[src/rtl/addsub_pipe_if.sv]
// addsub_pipe_if: valid/ready operand and result bundle for addsub_pipe.
interface addsub_pipe_if #(parameter int WIDTH = 16);
    logic             in_valid;
    logic             in_ready;
    logic [WIDTH-1:0] in_a;
    logic [WIDTH-1:0] in_b;
    logic             in_cin;
    logic             in_ctrl;
    logic             out_valid;
    logic             out_ready;
    logic [WIDTH-1:0] out_o;
    logic             out_cout;
    logic             out_ovf;

    modport master(output in_valid, in_a, in_b, in_cin, in_ctrl, out_ready,
                   input in_ready, out_valid, out_o, out_cout, out_ovf);
    modport slave(input in_valid, in_a, in_b, in_cin, in_ctrl, out_ready,
                  output in_ready, out_valid, out_o, out_cout, out_ovf);
endinterface

[src/rtl/addsub_pipe.sv]
// addsub_pipe: pipelined controlled add/subtract with a valid/ready handshake.
// Operand a is inverted up front; each stage resolves one CHUNK of the carry chain.
module addsub_pipe #(
    parameter int WIDTH = 16,
    parameter int CHUNK = 4
) (
    input logic          clk,
    input logic          rst_n,
    addsub_pipe_if.slave bus
);
    localparam int STAGES = (WIDTH + CHUNK - 1) / CHUNK;

    logic [STAGES-1:0] rv;
    logic [STAGES-1:0] ld;
    logic [WIDTH-1:0]  ra [STAGES];
    logic [WIDTH-1:0]  rb [STAGES];
    logic [WIDTH-1:0]  rr [STAGES];
    logic              rc [STAGES];
    logic              rovf;
    logic [WIDTH-1:0]  sa [STAGES];
    logic [WIDTH-1:0]  sb [STAGES];
    logic [WIDTH-1:0]  sr [STAGES];
    logic [WIDTH-1:0]  nr [STAGES];
    logic              sc [STAGES];
    logic              sv [STAGES];
    logic              nc [STAGES];

    for (genvar k = 0; k < STAGES; k++) begin : g
        localparam int LO = k * CHUNK;
        localparam int N  = (k == STAGES - 1) ? WIDTH - LO : CHUNK;
        logic [N:0] s;
        if (k == 0) begin : g_src
            assign sa[k] = bus.in_a ^ {WIDTH{bus.in_ctrl}};
            assign sb[k] = bus.in_b;
            assign sr[k] = '0;
            assign sc[k] = bus.in_cin ^ bus.in_ctrl;
            assign sv[k] = bus.in_valid;
        end else begin : g_src
            assign sa[k] = ra[k-1];
            assign sb[k] = rb[k-1];
            assign sr[k] = rr[k-1];
            assign sc[k] = rc[k-1];
            assign sv[k] = rv[k-1];
        end
        assign s     = {1'b0, sa[k][LO +: N]} + {1'b0, sb[k][LO +: N]} + {{N{1'b0}}, sc[k]};
        assign nr[k] = sr[k] | (WIDTH'(s[N-1:0]) << LO);
        assign nc[k] = s[N];
        // a stage can load unless it and every stage after it is full and the sink stalls
        assign ld[k] = bus.out_ready | ~&rv[STAGES-1:k];
    end

    always_ff @(posedge clk) begin
        if (!rst_n) begin
            rv   <= '0;
            rovf <= 1'b0;
            for (int k = 0; k < STAGES; k++) begin
                ra[k] <= '0;
                rb[k] <= '0;
                rr[k] <= '0;
                rc[k] <= 1'b0;
            end
        end else begin
            for (int k = 0; k < STAGES; k++) begin
                if (ld[k]) begin
                    rv[k] <= sv[k];
                    ra[k] <= sa[k];
                    rb[k] <= sb[k];
                    rr[k] <= nr[k];
                    rc[k] <= nc[k];
                end
            end
            // carry into the MSB equals a ^ b ^ sum at that bit
            if (ld[STAGES-1])
                rovf <= sa[STAGES-1][WIDTH-1] ^ sb[STAGES-1][WIDTH-1] ^ nr[STAGES-1][WIDTH-1] ^ nc[STAGES-1];
        end
    end

    assign bus.in_ready  = ld[0];
    assign bus.out_valid = rv[STAGES-1];
    assign bus.out_o     = rr[STAGES-1];
    assign bus.out_cout  = rc[STAGES-1];
    assign bus.out_ovf   = rovf;
endmodule

[src/flat_wrapper.sv]
// flat-port wrapper written by rule: the top's interface ports become plain ports
module addsub_pipe_flat 
#(
    parameter int WIDTH = 16,
    parameter int CHUNK = 4
)
  (clk, rst_n, bus_in_valid, bus_in_a, bus_in_b, bus_in_cin, bus_in_ctrl, bus_out_ready, bus_in_ready, bus_out_valid, bus_out_o, bus_out_cout, bus_out_ovf);
  addsub_pipe_if #(.WIDTH(WIDTH)) bus_i ();
  input logic clk;
  input logic rst_n;
  input wire logic [$bits(bus_i.in_valid)-1:0] bus_in_valid;
  input wire logic [$bits(bus_i.in_a)-1:0] bus_in_a;
  input wire logic [$bits(bus_i.in_b)-1:0] bus_in_b;
  input wire logic [$bits(bus_i.in_cin)-1:0] bus_in_cin;
  input wire logic [$bits(bus_i.in_ctrl)-1:0] bus_in_ctrl;
  input wire logic [$bits(bus_i.out_ready)-1:0] bus_out_ready;
  output wire logic [$bits(bus_i.in_ready)-1:0] bus_in_ready;
  output wire logic [$bits(bus_i.out_valid)-1:0] bus_out_valid;
  output wire logic [$bits(bus_i.out_o)-1:0] bus_out_o;
  output wire logic [$bits(bus_i.out_cout)-1:0] bus_out_cout;
  output wire logic [$bits(bus_i.out_ovf)-1:0] bus_out_ovf;
  assign bus_i.in_valid = bus_in_valid;
  assign bus_i.in_a = bus_in_a;
  assign bus_i.in_b = bus_in_b;
  assign bus_i.in_cin = bus_in_cin;
  assign bus_i.in_ctrl = bus_in_ctrl;
  assign bus_i.out_ready = bus_out_ready;
  assign bus_in_ready = bus_i.in_ready;
  assign bus_out_valid = bus_i.out_valid;
  assign bus_out_o = bus_i.out_o;
  assign bus_out_cout = bus_i.out_cout;
  assign bus_out_ovf = bus_i.out_ovf;
  addsub_pipe #(.WIDTH(WIDTH), .CHUNK(CHUNK)) u_core (.clk(clk), .rst_n(rst_n), .bus(bus_i));
endmodule
[config.mk]
export PLATFORM = sky130hd
export DESIGN_NAME = addsub_pipe_flat
export DESIGN_NICKNAME = d
export VERILOG_FILES = /design/src/rtl/addsub_pipe_if.sv /design/src/rtl/addsub_pipe.sv /design/src/flat_wrapper.sv
export SDC_FILE = /design/constraint.sdc
export NUM_CORES = 1
export LEC_CHECK = 0
export BUFFER_PORTS_ARGS = -buffer_cell sky130_fd_sc_hd__buf_4
export CAP_MARGIN = 25
export CORE_MARGIN = 3
export CORE_UTILIZATION = 57
export CTS_BUF_LIST = sky130_fd_sc_hd__clkbuf_4 sky130_fd_sc_hd__clkbuf_8 sky130_fd_sc_hd__clkbuf_16
export DETAILED_ROUTE_END_ITERATION = 12
export PLACE_DENSITY = 0.9
export SYNTH_ARGS = -nofsm -noshare
export SYNTH_HDL_FRONTEND = slang
export SYNTH_SLANG_ARGS = --single-unit
[constraint.sdc]
create_clock -name clk -period 2.6 [get_ports clk]
set_input_delay 0.39 -clock clk [delete_from_list [all_inputs] [get_ports clk]]
set_output_delay 0.39 -clock clk [all_outputs]
set_load 0.1 [all_outputs]
==> out/qor.csv, run 1 <==
stage;metric;value;unit
synth;Post-synth ARST share;0;
power_and_ir_drop;Leak;2.26;nW
sta;slew margin rel.;0.596;
global_route;met1 usage;0.182;
global_route;grt total ovfl;0;
placement;HPWL Detailed;4.24;mm
floorplan;num rows;31;
cells_and_area;layout cells sized above 1;0.208;
synth;Syn Area/Cell;13.5;sq um
global_route;first-pass GRT wire length;10.2;mm
synth;area share of the largest cell type after synthesis;0.620;
clock_tree;post-CTS setup buffer count;0;
clock_tree;CTS tree;done;
synth;EDFF count, synth;89;
routing;DRT iter0 DRCs;111;
routing;Via Count;2378;
worst_setup_path;Worst Path Class, Setup;flip-flop to output port;
worst_setup_path;CP max stage cell;dfxtp_1;
sta;Max Slew Vio Count;0;
floorplan;Core Box Area;7290;sq um
global_route;met3 GRT Util;0.0410;
worst_setup_path;CP startpoint kind;flip-flop;
worst_setup_path;family with the most delay on the worst path;simple AND/OR/NAND/NOR gates;
cells_and_area;n_diodes;0;
global_route;vias in the first global route;2251;
synth;yosys warns;0;
sta;fin crit period;2060;ps
clock_tree;H-tree levels;3;
sta;final hold slack;311;ps
power_and_ir_drop;worst vdd ir;0.408;mV
worst_setup_path;Critical Path AT;1670;ps
worst_setup_path;CP Cell Sequence;and4b_1, nand2_4, buf_4;
synth;Cells after Synth;319;
hold_path;Hold Crit Class;primary input to flip-flop;
sta;maximum clock frequency;485;MHz
placement;dpl cell area;4810;sq um
clock_tree;clock tree buffer depth;2;
synth;Primary FF master, synth;edfxtp_1;
placement;setup slack at placement;459;ps
global_route;grt peak-use layer;met2;
sta;Worst Tran Pin Value;605;ps
clock_tree;Clock Latency Late Sink;360;ps
sta;unrepaired setup endpoints after global routing;false;
clock_tree;CTS Buf Count;9;
floorplan;Initial Util;0.591;
sta;final setup skew;12.1;ps
worst_setup_path;WP buf/inv;1;
cells_and_area;fin nets;433;
clock_tree;CTS Hold Bufs;0;
clock_tree;CTS Root Cell;clkbuf_8;
synth;synth top area cells;edfxtp_1 62%, and3_1 6.1%, dfxtp_1 3.7%;
status;outcome;finished, final reports clean;
placement;GPL Wtd Cong;0.767;
routing;Vias/cell;4.97;
floorplan;die width;93.0;microns
clock_tree;Worst-path clk slew;90;ps
clock_tree;Post-CTS Resized;0;
routing;post-route ant nets;0;
global_route;met2 usage;0.260;
synth;synth unique cells;29;
placement;port bufs;57;
synth;Seq/Total Area, Yosys;0.657;
worst_setup_path;CP max stage delay;430;ps
floorplan;Die Y-Extent;93.0;microns
floorplan;top-level port count;58;
routing;WL final;6.29;mm
routing;number of remaining DRC errors;0;
power_and_ir_drop;PD cells;657;nW/um^2
worst_setup_path;Crit path required time;2210;ps
sta;Final period util;0.793;
synth;Mapped Nets;377;
global_route;largest net degree at the start of global routing;60;
routing;DR pass1 iterations;4;
routing;Routed WL per cell;13.2;microns
sta;setup tns final;0;ps
cells_and_area;most common cell after layout, fill and taps aside;edfxtp_1;
cells_and_area;most frequent cells in the layout;89 x edfxtp_1, 61 x buf_4, 42 x and3_1;
sta;final setup violation count;0;
worst_setup_path;worst-path fanout max;17;
global_route;initial antenna violation count;0;
global_route;GRT Total Usage;0.153;
sta;setup ws final;539;ps
cells_and_area;fin area;5050;sq um
sta;Hold Fails Final Rpt;0;
cells_and_area;Final Core Density;0.692;
synth;Synth Cell Area;4310;sq um
cells_and_area;Fillers;518;
flow_run;max_cap viols;0;
cells_and_area;area grow syn2layout;17.0;%
clock_tree;CTS sink count;97;
synth;FF+latch count, synth;97;
worst_setup_path;Critical Path End Type;output port;
floorplan;die area;8650;sq um
synth;area leader, netlist;edfxtp_1;
## synthesized netlist by cell type (2+ instances only)
| cell type | n |
|---|---|
| nor2_1 | 23 |
| and3_1 | 42 |
| nand2_4 | 2 |
| xor2_1 | 4 |
| o21a_1 | 2 |
| buf_2 | 5 |
| and2_1 | 20 |
| nor3b_1 | 3 |
| clkbuf_2 | 3 |
| a21boi_0 | 3 |
| buf_6 | 2 |
| xnor2_1 | 17 |
| ha_1 | 12 |
| clkbuf_1 | 5 |
| fa_1 | 8 |
| nor3_1 | 5 |
| dfxtp_1 | 8 |
| nand2_1 | 9 |
| o21ai_0 | 9 |
| edfxtp_1 | 89 |
| nor2b_1 | 11 |
| nand3_1 | 3 |
| a21oi_1 | 10 |
| inv_1 | 19 |
## kinds of logic after synthesis
logic type / Yosys count / synth area share
AOI/OAI and AO/OA: 25 / 0.0325
buffers and inverters: 35 / 0.0371
xor gates and xnor gates: 21 / 0.0426
and+or+nand+nor: 121 / 0.159
adders and majority gates: 20 / 0.0719
DFF: 97 / 0.657
## where the power goes
group | leakage, nW | internal [mW] | total [mW] | switching [mW]
registers | 1.13 | 1.79 | 1.82 | 0.0273
logic | 1.02 | 0.144 | 0.350 | 0.207
clock network | 0.116 | 0.639 | 1.15 | 0.507
## worst register-to-register path: stages, from the launching register on
cell and delay, ps:
edfxtp_1 360, inv_1 90, fa_1 190, inv_1 60
fa_1 460, a21o_1 170, a21oi_1 210, xor2_1 180
a21oi_1 90
## path summary, 6_finish.rpt
| kind | slack [ps] | cells past startpoint | end | start |
|---|---|---|---|---|
| worst max register to register | 680 | 8 | u_core.bus.out_ovf | u_core.rb[0][44] |
| worst min-delay path | 310 | 3 | u_core.rv[0] | bus_in_valid |
| worst min register to register | 530 | 2 | u_core.rv[2] | u_core.rv[1] |
| worst max-delay path | 540 | 3 | bus_in_ready | u_core.rv[2] |
## cell type report
class                   instances  area, sq um  share of cell area
clock buffers                   9          124              0.0245
clock inverters                 6          115              0.0228
inverters                      19         71.3              0.0141
multi-input cells             187         1320               0.262
flip-flops and latches         97         2830               0.562
well taps                      99          124              0.0245
repair buffers                 61          458              0.0908
## registers in the layout (all words and copies together) (netlist names)
register,cells
u_core.rr,40
u_core.rb,24
u_core.rc,4
u_core.ra,24
u_core.rv,4
u_core.bus.out_ovf,1
## through the flow
stage	cells	power [mW]
2_1_floorplan	319	2.10
4_1_cts	478	3.33
3_5_place_dp	463	2.20
6_report	478	3.32
5_1_grt	478	3.42
3_3_place_gp	463	2.19
## layer usage
layer	routed length [microns]	vias to the layer above
li1	-	1222
met1	2720	1071
met2	3090	74
met3	346	11
met4	139	0
met5	0	-
Power figures use the tool's default switching activity.
==> run 2: changes to the inputs <==
Settings changed: ABC_AREA set to 1, CORE_UTILIZATION 57 to 52, PLACE_DENSITY 0.9 to 0.87.
Clock period 2.6 ns to 1.8 ns, I/O delays scaled along.
==> run 2 against run 1 <==
Clock-buffer cell count rose by 1. Utilization down 6.1 points. Sequential cell count did not move. Die area rose by 13%. Final area up 3.7%. Register-to-register slack got worse by 580 ps. Critical path type is now flip-flop to flip-flop. Largest power group unchanged.
==> out/qor.csv, run 2 <==
stage;metric;value;unit
power_and_ir_drop;clock share of power;0.273;
worst_setup_path;launch point of the worst path;u_core.ra[0][4];
global_route;first-pass GRT wire length;11.6;mm
routing;Vias/cell;4.70;
synth;area share of the largest cell type after synthesis;0.598;
cells_and_area;n_diodes;0;
worst_setup_path;Reg2Reg Depth;6;
worst_setup_path;crit-path most repeated cell;fa_2;
floorplan;Core Box Area;8300;sq um
clock_tree;CTS Buf Count;9;
cells_and_area;layout cells sized above 1;0.221;
clock_tree;CTS tree;done;
sta;fin crit period;1700;ps
clock_tree;Clock Latency Late Sink;360;ps
worst_setup_path;Critical Path AT;1800;ps
clock_tree;CTS sink count;97;
clock_tree;clock tree buffer depth;2;
worst_setup_path;worst-path fanout max;2;
routing;Routed WL per cell;11.6;microns
hold_path;HP Start;bus_in_valid;
sta;final hold slack;120;ps
worst_setup_path;RR Endpoint;u_core.rr[0][22];
worst_setup_path;Critical Path End Type;flip-flop;
synth;Cells after Synth;410;
global_route;initial antenna violation count;0;
power_and_ir_drop;Leak;2.35;nW
power_and_ir_drop;Sequential Power Share;0.596;
clock_tree;Worst-path clk slew;90;ps
clock_tree;CTS Root Cell;clkbuf_8;
sta;slew margin rel.;0.569;
cells_and_area;most common cell after layout, fill and taps aside;nor2_1;
cells_and_area;most frequent cells in the layout;98 x nor2_1, 89 x edfxtp_1, 88 x inv_1;
floorplan;num rows;33;
power_and_ir_drop;Int Pwr;3.32;mW
flow_run;max_cap viols;0;
sta;Worst Tran Pin Value;645;ps
power_and_ir_drop;Comb pwr share;0.131;
floorplan;Die Y-Extent;98.7;microns
global_route;largest net degree at the start of global routing;30;
worst_setup_path;CP max stage cell;fa_2;
worst_setup_path;worst reg2reg startpoint;u_core.ra[0][4];
routing;WL met3;415;microns
placement;port bufs;57;
routing;Metal-1 WL;2.78;mm
sta;setup tns final;0;ps
routing;DR top layer;met4;
worst_setup_path;CP Cell Sequence;inv_1, fa_2, fa_2, inv_2, nand2_1, nor3b_1;
sta;maximum clock frequency;588;MHz
status;outcome;finished, final reports clean;
sta;final setup violation count;0;
synth;Seq/Total Area, Yosys;0.634;
worst_setup_path;family with the most delay on the worst path;adder cells;
cells_and_area;Final Core Density;0.631;
global_route;grt total ovfl;0;
synth;yosys warns;0;
sta;Final period util;0.945;
synth;most numerous cell in the Yosys netlist;nor2_1;
power_and_ir_drop;Switching Fraction;0.250;
routing;DRT iter0 DRCs;98;
power_and_ir_drop;PD cells;845;nW/um^2
cells_and_area;Largest regs;u_core.rr: 40 flops, u_core.ra: 24 flops, u_core.rb: 24 flops;
floorplan;die width;98.7;microns
worst_setup_path;critical path depth;6;
worst_setup_path;register-to-register setup slack;100;ps
routing;Via Count;2752;
sta;Hold Fails Final Rpt;0;
synth;Post-synth top cells;98 x nor2_1, 92 x inv_1, 89 x edfxtp_1, 36 x nand2_1, 15 x xnor2_1;
routing;DR pass1 iterations;4;
floorplan;top-level port count;58;
worst_setup_path;Crit path required time;1900;ps
global_route;vias in the first global route;2688;
cells_and_area;fin cells;585;
placement;HPWL Detailed;4.94;mm
synth;Synth Cell Area;4470;sq um
worst_setup_path;Worst Path Class, Setup;flip-flop to flip-flop;
cells_and_area;max reg flops;40;
cells_and_area;fin nets;533;
cells_and_area;area grow syn2layout;17.1;%
routing;post-route ant nets;0;
synth;Primary FF master, synth;edfxtp_1;
synth;synth unique cells;22;
cells_and_area;largest register by flop count;u_core.rr;
synth;Post-synth ARST share;0;
routing;WL final;6.80;mm
clock_tree;H-tree levels;3;
routing;number of remaining DRC errors;0;
floorplan;Initial Util;0.539;
synth;FF+latch count, synth;97;
synth;synth top area cells;edfxtp_1 60%, nor2_1 8.2%, inv_1 7.7%;
sta;Max Slew Vio Count;0;
synth;area leader, netlist;edfxtp_1;
worst_setup_path;CP max stage delay;410;ps
placement;GPL Wtd Cong;0.820;
floorplan;die area;9740;sq um
routing;DR WL met2;3.50;mm
power_and_ir_drop;worst vdd ir;0.378;mV
placement;Cells after DPL;568;
worst_setup_path;CP startpoint kind;flip-flop;
hold_path;Hold Crit Class;primary input to flip-flop;
sta;final setup skew;8.60;ps
worst_setup_path;WP buf/inv;2;
power_and_ir_drop;Switch Pwr;1.10;mW
power_and_ir_drop;total power;4.42;mW
worst_setup_path;Setup crit end;u_core.rr[0][22];
global_route;GRT Total Usage;0.150;
synth;EDFF count, synth;89;
synth;Mapped Nets;468;
synth;Syn Area/Cell;10.9;sq um
==> run 2: area by class of cell <==
class / count / area (sq um)
fill: 618 / 3070
clock inverter: 6 / 35.0
multi-input combinational: 209 / 1250
timing repair buffer: 63 / 489
inverter: 95 / 357
clock buffer: 10 / 131
tap: 105 / 131
sequential: 97 / 2840
==> run 2: cell families after synthesis <==
family          after synthesis  share of synthesized area
fa+ha+maj                    20                     0.0694
compound gates               14                     0.0157
buf+inv                     104                     0.0983
xor+xnor                     18                     0.0353
flops                        97                      0.634
simple gates                157                      0.148
==> run 2: power groups by stage <==
stage | logic (mW) | registers (mW) | clock network, mW
global placement | 0.544 | 2.68 | 0
detailed placement | 0.568 | 2.69 | 0
global route | 0.642 | 2.65 | 1.31
floorplan | 0.297 | 2.81 | 0
CTS | 0.574 | 2.64 | 1.23
finish | 0.579 | 2.64 | 1.21
==> run 2: what timing repair did <==
action,CTS,global route
endpoints found under the hold margin,0,0
hold buffers,0,0
pin swaps,0,2
resized for setup,1,10
setup buffers,0,1
setup endpoints to repair,1,7
==> run 2: worst min-delay path, cell delays in order <==
cell     delay [ps]
buf_4            80
nand2_1          40
nand2_1          50
==> run 2: how the worst min path moves through the flow <==
stage,slack [ps],depth (start not counted),end
after floorplan,380,2,u_core.rv[0]
after global placement,450,2,u_core.rc[1]
after detailed placement,450,2,u_core.rc[1]
after CTS,110,3,u_core.rv[0]
after global routing,120,3,u_core.rv[0]
final,120,3,u_core.rv[0]
==> run 2: stage by stage <==
step	area [sq um]	worst slack (ps)
finish	5230	99.4
global route	5230	-3.59
CTS	5210	7.48
detailed placement	5040	-20.1
global placement	5040	33.2
floorplan	4520	-37.7
==> run 2: routing by layer <==
metal,vias up,global-route usage
met5,-,0
met4,0,0.0693
met3,10,0.0403
met2,94,0.257
met1,1252,0.176
li1,1396,-
